### src/rtl/bram_flag_fifo_pkg.sv
// Shared FIFO constants: depth/count-width derivation and flag-level checks.
// Imported by the flag FIFO control and its storage.
package bram_flag_fifo_pkg;

    typedef enum logic [1:0] {
        OP_IDLE = 2'b00,
        OP_RD   = 2'b01,
        OP_WR   = 2'b10,
        OP_RW   = 2'b11
    } fifo_op_e;

    function automatic int fifo_depth(input int aw);
        return 1 << aw;
    endfunction

    function automatic int count_width(input int aw);
        return aw + 1;
    endfunction

    // Both thresholds must sit inside the occupancy range, AE strictly below AF.
    function automatic bit levels_ok(input int aw, input int af, input int ae);
        return (ae >= 0) && (ae < af) && (af <= fifo_depth(aw));
    endfunction

endpackage

### src/rtl/bram_sdp.sv
// Simple dual-port RAM: one write port, one registered read port.
// Storage array is never reset; only the read register is.
module bram_sdp
    import bram_flag_fifo_pkg::*;
#(
    parameter int DW = 8,
    parameter int AW = 3
) (
    input  logic          clk,
    input  logic          rst,
    input  logic          we,
    input  logic [AW-1:0] waddr,
    input  logic [DW-1:0] wdata,
    input  logic          re,
    input  logic [AW-1:0] raddr,
    output logic [DW-1:0] rdata
);

    localparam int DEPTH = fifo_depth(AW);

    logic [DW-1:0] mem [DEPTH];

    always_ff @(posedge clk) begin
        if (we) begin
            mem[waddr] <= wdata;
        end
    end

    always_ff @(posedge clk) begin
        if (rst) begin
            rdata <= '0;
        end else if (re) begin
            rdata <= mem[raddr];
        end
    end

endmodule

### src/rtl/bram_flag_fifo.sv
// Synchronous FIFO over a dual-port RAM with level flags and sticky errors.
// Flags decode the registered count only; reads land on dest_data next cycle.
module bram_flag_fifo
    import bram_flag_fifo_pkg::*;
#(
    parameter int DATA_WIDTH = 8,
    parameter int ADDR_WIDTH = 3,
    parameter int AF_LEVEL   = 2**ADDR_WIDTH - 1,
    parameter int AE_LEVEL   = 1
) (
    input  logic                  clk,
    input  logic                  rst,
    input  logic [DATA_WIDTH-1:0] src_data,
    input  logic                  wr_en,
    input  logic                  rd_en,
    output logic [DATA_WIDTH-1:0] dest_data,
    output logic                  full,
    output logic                  empty,
    output logic                  almost_full,
    output logic                  almost_empty,
    output logic [ADDR_WIDTH:0]   count,
    output logic                  overflow,
    output logic                  underflow
);

    localparam int DEPTH = fifo_depth(ADDR_WIDTH);
    localparam int CW    = count_width(ADDR_WIDTH);

    localparam logic [CW-1:0] FULL_C = CW'(DEPTH);
    localparam logic [CW-1:0] AF_C   = CW'(AF_LEVEL);
    localparam logic [CW-1:0] AE_C   = CW'(AE_LEVEL);

    generate
        if (!levels_ok(ADDR_WIDTH, AF_LEVEL, AE_LEVEL)) begin : g_bad_levels
            $error("bram_flag_fifo: need 0 <= AE_LEVEL < AF_LEVEL <= DEPTH");
        end
    endgenerate

    logic [ADDR_WIDTH-1:0] wr_ptr;
    logic [ADDR_WIDTH-1:0] rd_ptr;
    logic                  wr_ok;
    logic                  rd_ok;
    fifo_op_e              op;

    assign full         = (count == FULL_C);
    assign empty        = (count == '0);
    assign almost_full  = (count >= AF_C);
    assign almost_empty = (count <= AE_C);

    // A read at full still proceeds; the write is refused that cycle.
    assign wr_ok = wr_en && !full && !rst;
    assign rd_ok = rd_en && !empty && !rst;
    assign op    = fifo_op_e'({wr_ok, rd_ok});

    always_ff @(posedge clk) begin
        if (rst) begin
            wr_ptr    <= '0;
            rd_ptr    <= '0;
            count     <= '0;
            overflow  <= 1'b0;
            underflow <= 1'b0;
        end else begin
            if (wr_ok) begin
                wr_ptr <= wr_ptr + 1'b1;
            end
            if (rd_ok) begin
                rd_ptr <= rd_ptr + 1'b1;
            end
            unique case (op)
                OP_WR:   count <= count + 1'b1;
                OP_RD:   count <= count - 1'b1;
                default: count <= count;
            endcase
            if (wr_en && full) begin
                overflow <= 1'b1;
            end
            if (rd_en && empty) begin
                underflow <= 1'b1;
            end
        end
    end

    bram_sdp #(
        .DW (DATA_WIDTH),
        .AW (ADDR_WIDTH)
    ) u_ram (
        .clk   (clk),
        .rst   (rst),
        .we    (wr_ok),
        .waddr (wr_ptr),
        .wdata (src_data),
        .re    (rd_ok),
        .raddr (rd_ptr),
        .rdata (dest_data)
    );

endmodule

### config.mk
export PLATFORM = sky130hd
export DESIGN_NAME = bram_flag_fifo
export DESIGN_NICKNAME = d
export VERILOG_FILES = /design/src/rtl/bram_flag_fifo_pkg.sv /design/src/rtl/bram_sdp.sv /design/src/rtl/bram_flag_fifo.sv
export SDC_FILE = /design/constraint.sdc
export NUM_CORES = 1
export LEC_CHECK = 0
export ABC_CLOCK_PERIOD_IN_PS = 2490
export CAP_MARGIN = 20
export CORE_MARGIN = 2
export CORE_UTILIZATION = 45
export DETAILED_ROUTE_END_ITERATION = 10
export PLACE_DENSITY = 0.79
export SETUP_SLACK_MARGIN = 0.02
export SYNTH_ARGS = -nofsm -noshare
export SYNTH_HDL_FRONTEND = slang
export SYNTH_HIERARCHICAL = 1
export SYNTH_SLANG_ARGS = --single-unit
### constraint.sdc
create_clock -name clk -period 2.49 [get_ports clk]
set_clock_uncertainty 0.2 [all_clocks]
set_input_delay 0.498 -clock clk [delete_from_list [all_inputs] [get_ports clk]]
set_output_delay 0.498 -clock clk [all_outputs]
set_load 0.01 [all_outputs]
==> results_dict.tcl, run 1 <==
set metrics [dict create \
    dieArea_um2 8380 \
    drc 0 \
    avgRoutedWirePerCell_um 16.5 \
    cts_sinks 84 \
    min_from "overflow" \
    nNetsFinal 316 \
    hold_class "flop to flop" \
    yosysUniqueCellTypes 35 \
    grt_usage_pct 16.7 \
    dieHeight_um 91.5 \
    grt_max_degree 20 \
    setup_viol 0 \
    crit_path_max_fanout 3 \
    yosys.area.top_type "edfxtp_1" \
    vias 2084 \
    clk_pin_slew_worst_paths_ps 90 \
    fin_crit_ps 2440 \
    crit_family "simple AND/OR/NAND/NOR gates" \
    power_leakage_nw 1.52 \
    antenna_left 0 \
    ctsHoldBuffers 0 \
    rsz0062_at_grt "yes" \
    ys_async_sr_fraction_pct 0 \
    wl_met1_um 3010 \
    grt.overflow.total 0 \
    ios 30 \
    stdcell_count 402 \
    setup.worst_path.end_class "flop" \
    crit_chain "inv_2, ha_4, buf_6, nand3b_1, inv_1, or3_4, ha_4, buf_6, nand4b_1, a21oi_2, mux2_4" \
    outcome "finished, final reports clean" \
    hold_violations 0 \
    path_buf_inv 4 \
    r2r_cells 11 \
    place_area_um2 4040 \
    cp-start-kind "flop" \
    r2r-start "count[1]" \
    crit_arrival_ps 2480 \
    cts.htree.levels 3 \
    synth_edf_count 64 \
    core_area_um2 7330 \
    grt_first_pass_wirelength_um 10500 \
    dp_hpwl_um 4470 \
    cts_root_buf "clkbuf_8" \
    die_w_um 91.5 \
    ff2ff_setup_slack_ps 50 \
    antenna_found_initial 0 \
    cts_made_buffers 9 \
    fin_area_um2 4310 \
    clk_path_buf_depth 2 \
    required_ps 2530 \
    fmax_ghz 0.410 \
    cts_tree "done" \
    cellPowerDensity_nw_per_um2 715 \
    start_util_pct 47.0 \
    top_layer_used "met4" \
    wl_met2_um 3320 \
    r2r_end "count[3]" \
    synth_area_um2 3450 \
    cp_slowest_cell "or3_4" \
    portBuffers 29 \
    synth-seq-cells 84 \
    gp_congestion 0.781 \
    synth_nets 252 \
    synth.top_cell.area_share_pct 55.7 \
    diodes 0 \
    grt_pass1_vias 2075 \
    period_share_pct 98.0 \
    synth_ff_type "edfxtp_1" \
    slew_headroom_pct 50.1 \
    avgSynthCellArea_um2 14.7 \
    vias_per_cell 5.18 \
    routed_wl_um 6620 \
    drtIter0Drc 177 \
    max-vdd-ir-drop_v 0.000270 \
    maxCapViolations 0 \
    fp-row-count 31 \
    syn_to_final_growth_pct 25.1 \
    crit_type "flop to flop" \
    clk_latency_ps 340 \
    ys_warn_count 6 \
    tightestPinTransition_ps 746 \
    placedCellCount 384 \
    hold_depth 2 \
    met3_length_um 225 \
    syn_inst 234 \
    drv_slew 0 \
    ys_top_cells_by_area "edfxtp_1 (56%), dfxtp_1 (12%), mux2_2 (5.9%)" \
    cpPeakStageDelay_ps 390 \
    hold_end "overflow" \
    ys_seq_area_share_pct 67.3 \
    drt_first_pass_iters 4 \
    drive_gt1_share_pct 28.1 \
]
[cell usage in the layout (no fill, tap or decap), types with 4 or more instances in the layout]
cell type        instances
dfxtp_1                 18
o21ai_0                  5
buf_4                   32
inv_1                    5
a21oi_1                  7
edfxtp_1                64
o22ai_1                  7
clkdlybuf4s50_1         26
nand3_1                  4
nand2b_1                 4
mux2i_1                 17
mux2_2                  18
a221o_1                  7
a211oi_1                 7
ha_1                     4
clkbuf_8                11
nor2_1                  23
[synth_stat cells, drive strengths merged (2+ instances only)]
cell / instances
a211oi: 9
a21oi: 8
a221o: 7
buf: 7
clkbuf: 3
dfxtp: 20
edfxtp: 64
ha: 6
inv: 7
mux2: 19
mux2i: 17
nand2: 3
nand2b: 4
nand3: 4
nor2: 23
nor2b: 3
nor3: 4
o21ai: 5
o22ai: 7
or3: 4
xor2: 2
[stage by stage]
| stage | TNS, ps | util (%) | setup slack [ps] | hold WS (ps) | power, mW |
|---|---|---|---|---|---|
| 2_1_floorplan | -48.4 | - | -48.4 | 287 | 1.90 |
| 3_3_place_gp | -217 | 55.1 | -186 | 248 | 2.06 |
| 3_5_place_dp | -332 | 55.1 | -240 | 265 | 2.07 |
| 4_1_cts | 0 | 58.0 | 22.4 | 285 | 3.07 |
| 5_1_grt | -53.1 | 58.8 | -53.1 | 317 | 3.21 |
| 6_report | 0 | 58.8 | 48.8 | 278 | 3.08 |
[power breakdown]
group | leakage, nW | switching (mW) | internal (mW)
Clock | 0.112 | 0.484 | 0.532
Combinational | 0.666 | 0.234 | 0.261
Sequential | 0.742 | 0.0232 | 1.55
[tightest hold or removal path, delay by kind of cell, from the launching register on]
| kind | cells | cell delay (ps) |
|---|---|---|
| flops | 1 | 330 |
| simple gates | 1 | 70 |
| compound gates | 1 | 40 |
[state kept, by name, summed over array words and instances (netlist names)]
| register | cells |
|---|---|
| u_ram/mem | 64 |
| u_ram/rdata | 8 |
| count | 4 |
| rd_ptr | 3 |
| wr_ptr | 3 |
| overflow | 1 |
| underflow | 1 |
[final cells by class]
cell class | instances | area [um2]
fill | 530 | 3020
clock inverter | 5 | 67.6
sequential | 84 | 2320
timing repair buffer | 63 | 551
clock buffer | 11 | 151
tap | 99 | 124
multi-input combinational | 133 | 1070
inverter | 7 | 28.8
[cell families (layout without fill, tap and decap cells)]
logic type | Yosys count | count (layout) | synth area share [%]
AOI/OAI and AO/OA | 39 | 39 | 8.24
xor gates and xnor gates | 2 | 2 | 0.508
adders and majority gates | 6 | 6 | 2.18
buffers and inverters | 17 | 86 | 3.23
DFF | 84 | 84 | 67.3
muxes | 36 | 36 | 11.1
and+or+nand+nor | 50 | 50 | 7.37
[routing by layer]
metal  vias to the layer above  track usage, %
li1                       1018               -
met1                      1030            21.3
met5                         -               0
met4                         0            5.81
met3                         4            3.73
met2                        32            28.0
[how the worst max path moves through the flow]
stage	from	end	slack (ps)	depth (start not counted)
3_3_place_gp	rd_en	count[3]	-190	7
6_report	count[1]	count[3]	50	11
3_5_place_dp	rd_en	count[3]	-240	7
5_1_grt	count[1]	count[3]	-50	11
2_1_floorplan	count[0]	count[3]	-50	9
4_1_cts	count[1]	count[3]	20	10
[repair_timing]
action / CTS / global route
pin swaps: 0 / 3
resized for setup: 4 / 10
setup buffers: 0 / 2
endpoints found under the setup margin: 3 / 3
Power figures use the tool's default switching activity.
==> run 2: changes to the inputs <==
--- a/config.mk
+++ b/config.mk
@@ -15,4 +15,3 @@
 export SYNTH_ARGS = -nofsm -noshare
 export SYNTH_HDL_FRONTEND = slang
-export SYNTH_HIERARCHICAL = 1
 export SYNTH_SLANG_ARGS = --single-unit
--- a/constraint.sdc
+++ b/constraint.sdc
@@ -3,3 +3,3 @@
 set_input_delay 0.498 -clock clk [delete_from_list [all_inputs] [get_ports clk]]
 set_output_delay 0.498 -clock clk [all_outputs]
-set_load 0.01 [all_outputs]
+set_load 0.1 [all_outputs]
==> results_dict.tcl, run 2 <==
set metrics [dict create \
    drtIter0Drc 107 \
    ys_warn_count 0 \
    yosys.area.top_type "edfxtp_1" \
    antenna_found_initial 0 \
    cts_root_buf "clkbuf_8" \
    ys_top_cells_by_area "edfxtp_1 (57%), dfxtp_1 (12%), mux2i_1 (9.8%)" \
    crit_type "flop to output port" \
    dieHeight_um 90.7 \
    drive_gt1_share_pct 26.2 \
    portBuffers 29 \
    top_register "u_ram.mem" \
    grt_first_pass_wirelength_um 10300 \
    clk_path_buf_depth 2 \
    grt_max_degree 21 \
    hold_depth 1 \
    fmax_ghz 0.426 \
    top_layer_used "met4" \
    drt_first_pass_iters 4 \
    max-vdd-ir-drop_v 0.000338 \
    gp_congestion 0.736 \
    start_util_pct 46.6 \
    finalSetupTns_ps 0 \
    ios 30 \
    power_mw 3.41 \
    cp-start-kind "flop" \
    hold_class "flop to flop" \
    slew_headroom_pct 57.9 \
    r2r_cells 10 \
    clk_latency_ps 350 \
    synth-seq-cells 84 \
    yosysUniqueCellTypes 36 \
    synth_ff_type "edfxtp_1" \
    outcome "finished, final reports clean" \
    crit_arrival_ps 1650 \
    setup_viol 0 \
    drv_slew 0 \
    synth_area_um2 3380 \
    cellPowerDensity_nw_per_um2 818 \
    ys_seq_area_share_pct 68.7 \
    avgRoutedWirePerCell_um 17.0 \
    routed_wl_um 6420 \
    syn_to_final_growth_pct 23.4 \
    power_leakage_nw 1.46 \
    synth_commonest_cells "edfxtp_1 (64), mux2i_1 (33), dfxtp_1 (20), nor2_1 (17), a22oi_1 (16)" \
    cpPeakStageDelay_ps 430 \
    cp_slowest_cell "or3b_4" \
    die_w_um 90.7 \
    yosysMostFrequentCell "edfxtp_1" \
    syn_inst 222 \
    crit_path_max_fanout 5 \
    maxCapViolations 0 \
    nNetsFinal 293 \
    clk_pin_slew_worst_paths_ps 80 \
    setup.worst_path.end_class "output port" \
    grt_pass1_vias 2019 \
    dp_hpwl_um 4270 \
    antenna_left 0 \
    ys_async_sr_fraction_pct 0 \
    final_common_cell "edfxtp_1" \
    rsz0062_at_grt "no" \
    cts_tree "done" \
    cts_made_buffers 9 \
    vias 1978 \
    tightestPinTransition_ps 629 \
    diodes 0 \
    grt.overflow.total 0 \
    period_share_pct 94.2 \
    vias_per_cell 5.23 \
    dieArea_um2 8220 \
    largest_reg_flops 64 \
    fin_crit_ps 2350 \
    required_ps 1790 \
    cts.htree.levels 3 \
    crit_chain "inv_4, ha_2, or3b_4, inv_2, buf_12" \
    hold_violations 0 \
    ff2ff_setup_slack_ps 150 \
    ctsHoldBuffers 0 \
    cts_sinks 84 \
    reg_top3 "u_ram.mem (64), u_ram.rdata (8), count (4)" \
    synth_edf_count 64 \
    r2r_end "count[3]" \
    worstSetupStartpoint "count[1]" \
    final_cell_mix "edfxtp_1 (64), buf_4 (34), mux2i_1 (33), nor2_1 (17), a22oi_1 (16)" \
    wl_met1_um 2760 \
    met3_length_um 290 \
    hold_end "u_ram.rdata[5]" \
    fp-row-count 31 \
    wl_met2_um 3250 \
    grt_usage_pct 16.7 \
    synth.top_cell.area_share_pct 56.8 \
    min_from "u_ram.rdata[5]" \
    synth_nets 241 \
    avgSynthCellArea_um2 15.2 \
    r2r-start "count[0]" \
    core_area_um2 7250 \
    drc 0 \
]
-- run 2: metal layers --
| metal | GRT usage (%) | vias to the layer above |
|---|---|---|
| li1 | - | 958 |
| met3 | 3.84 | 7 |
| met1 | 20.7 | 977 |
| met2 | 28.0 | 36 |
| met5 | 0 | - |
| met4 | 7.31 | 0 |
-- run 2: what timing repair did --
| item | in CTS | in global routing |
|---|---|---|
| gates resized for setup | 0 | 1 |
| buffers inserted | 0 | 0 |
| setup endpoints to repair | 0 | 1 |
-- run 2: power breakdown --
part	internal [mW]	switching (mW)
Combinational	0.272	0.492
Clock	0.567	0.463
Sequential	1.56	0.0612
-- run 2: worst max-delay path by stage --
stage                           to  slack, ps  cells after the start
final                        empty        140                      5
after global routing      count[3]         30                     10
after CTS                    empty         80                      5
after detailed placement  count[3]        -30                      7
after global placement    count[3]         30                      8
after floorplan           count[3]        -60                     10
-- run 2: per-stage QoR --
stage	cell area [um2]	setup WS (ps)	cells	hold slack, ps	util, %
detailed placement	3960	-29.9	362	261	54.6
floorplan	3430	-59.4	222	280	-
CTS	4170	79.3	378	280	57.5
finish	4170	143	378	274	57.5
global placement	3960	31.1	362	254	54.6
global route	4170	27.8	378	298	57.5
-- run 2: worst max-delay path, delay by kind of cell (launching register included) --
family | cells | cell delay, ps
fa+ha+maj | 1 | 160
flops | 1 | 370
buf+inv | 3 | 330
simple gates | 1 | 430
-- run 2: logic make-up (layout without fill, tap and decap cells) --
group,after synthesis,in the layout,synth area share (%)
DFF,84,84,68.7
and+or+nand+nor,44,44,7.07
AOI/OAI and AO/OA,34,34,7.77
muxes,33,33,9.77
buffers and inverters,13,70,2.33
adders and majority gates,7,7,2.59
xor gates and xnor gates,7,7,1.81
-- run 2: final cells by class --
type | instances | area [um2]
clock buffer | 10 | 128
clock inverter | 6 | 87.6
fill | 576 | 3080
inverter | 4 | 17.5
multi-input combinational | 125 | 1020
sequential | 84 | 2330
tap | 99 | 124
timing repair buffer | 50 | 465
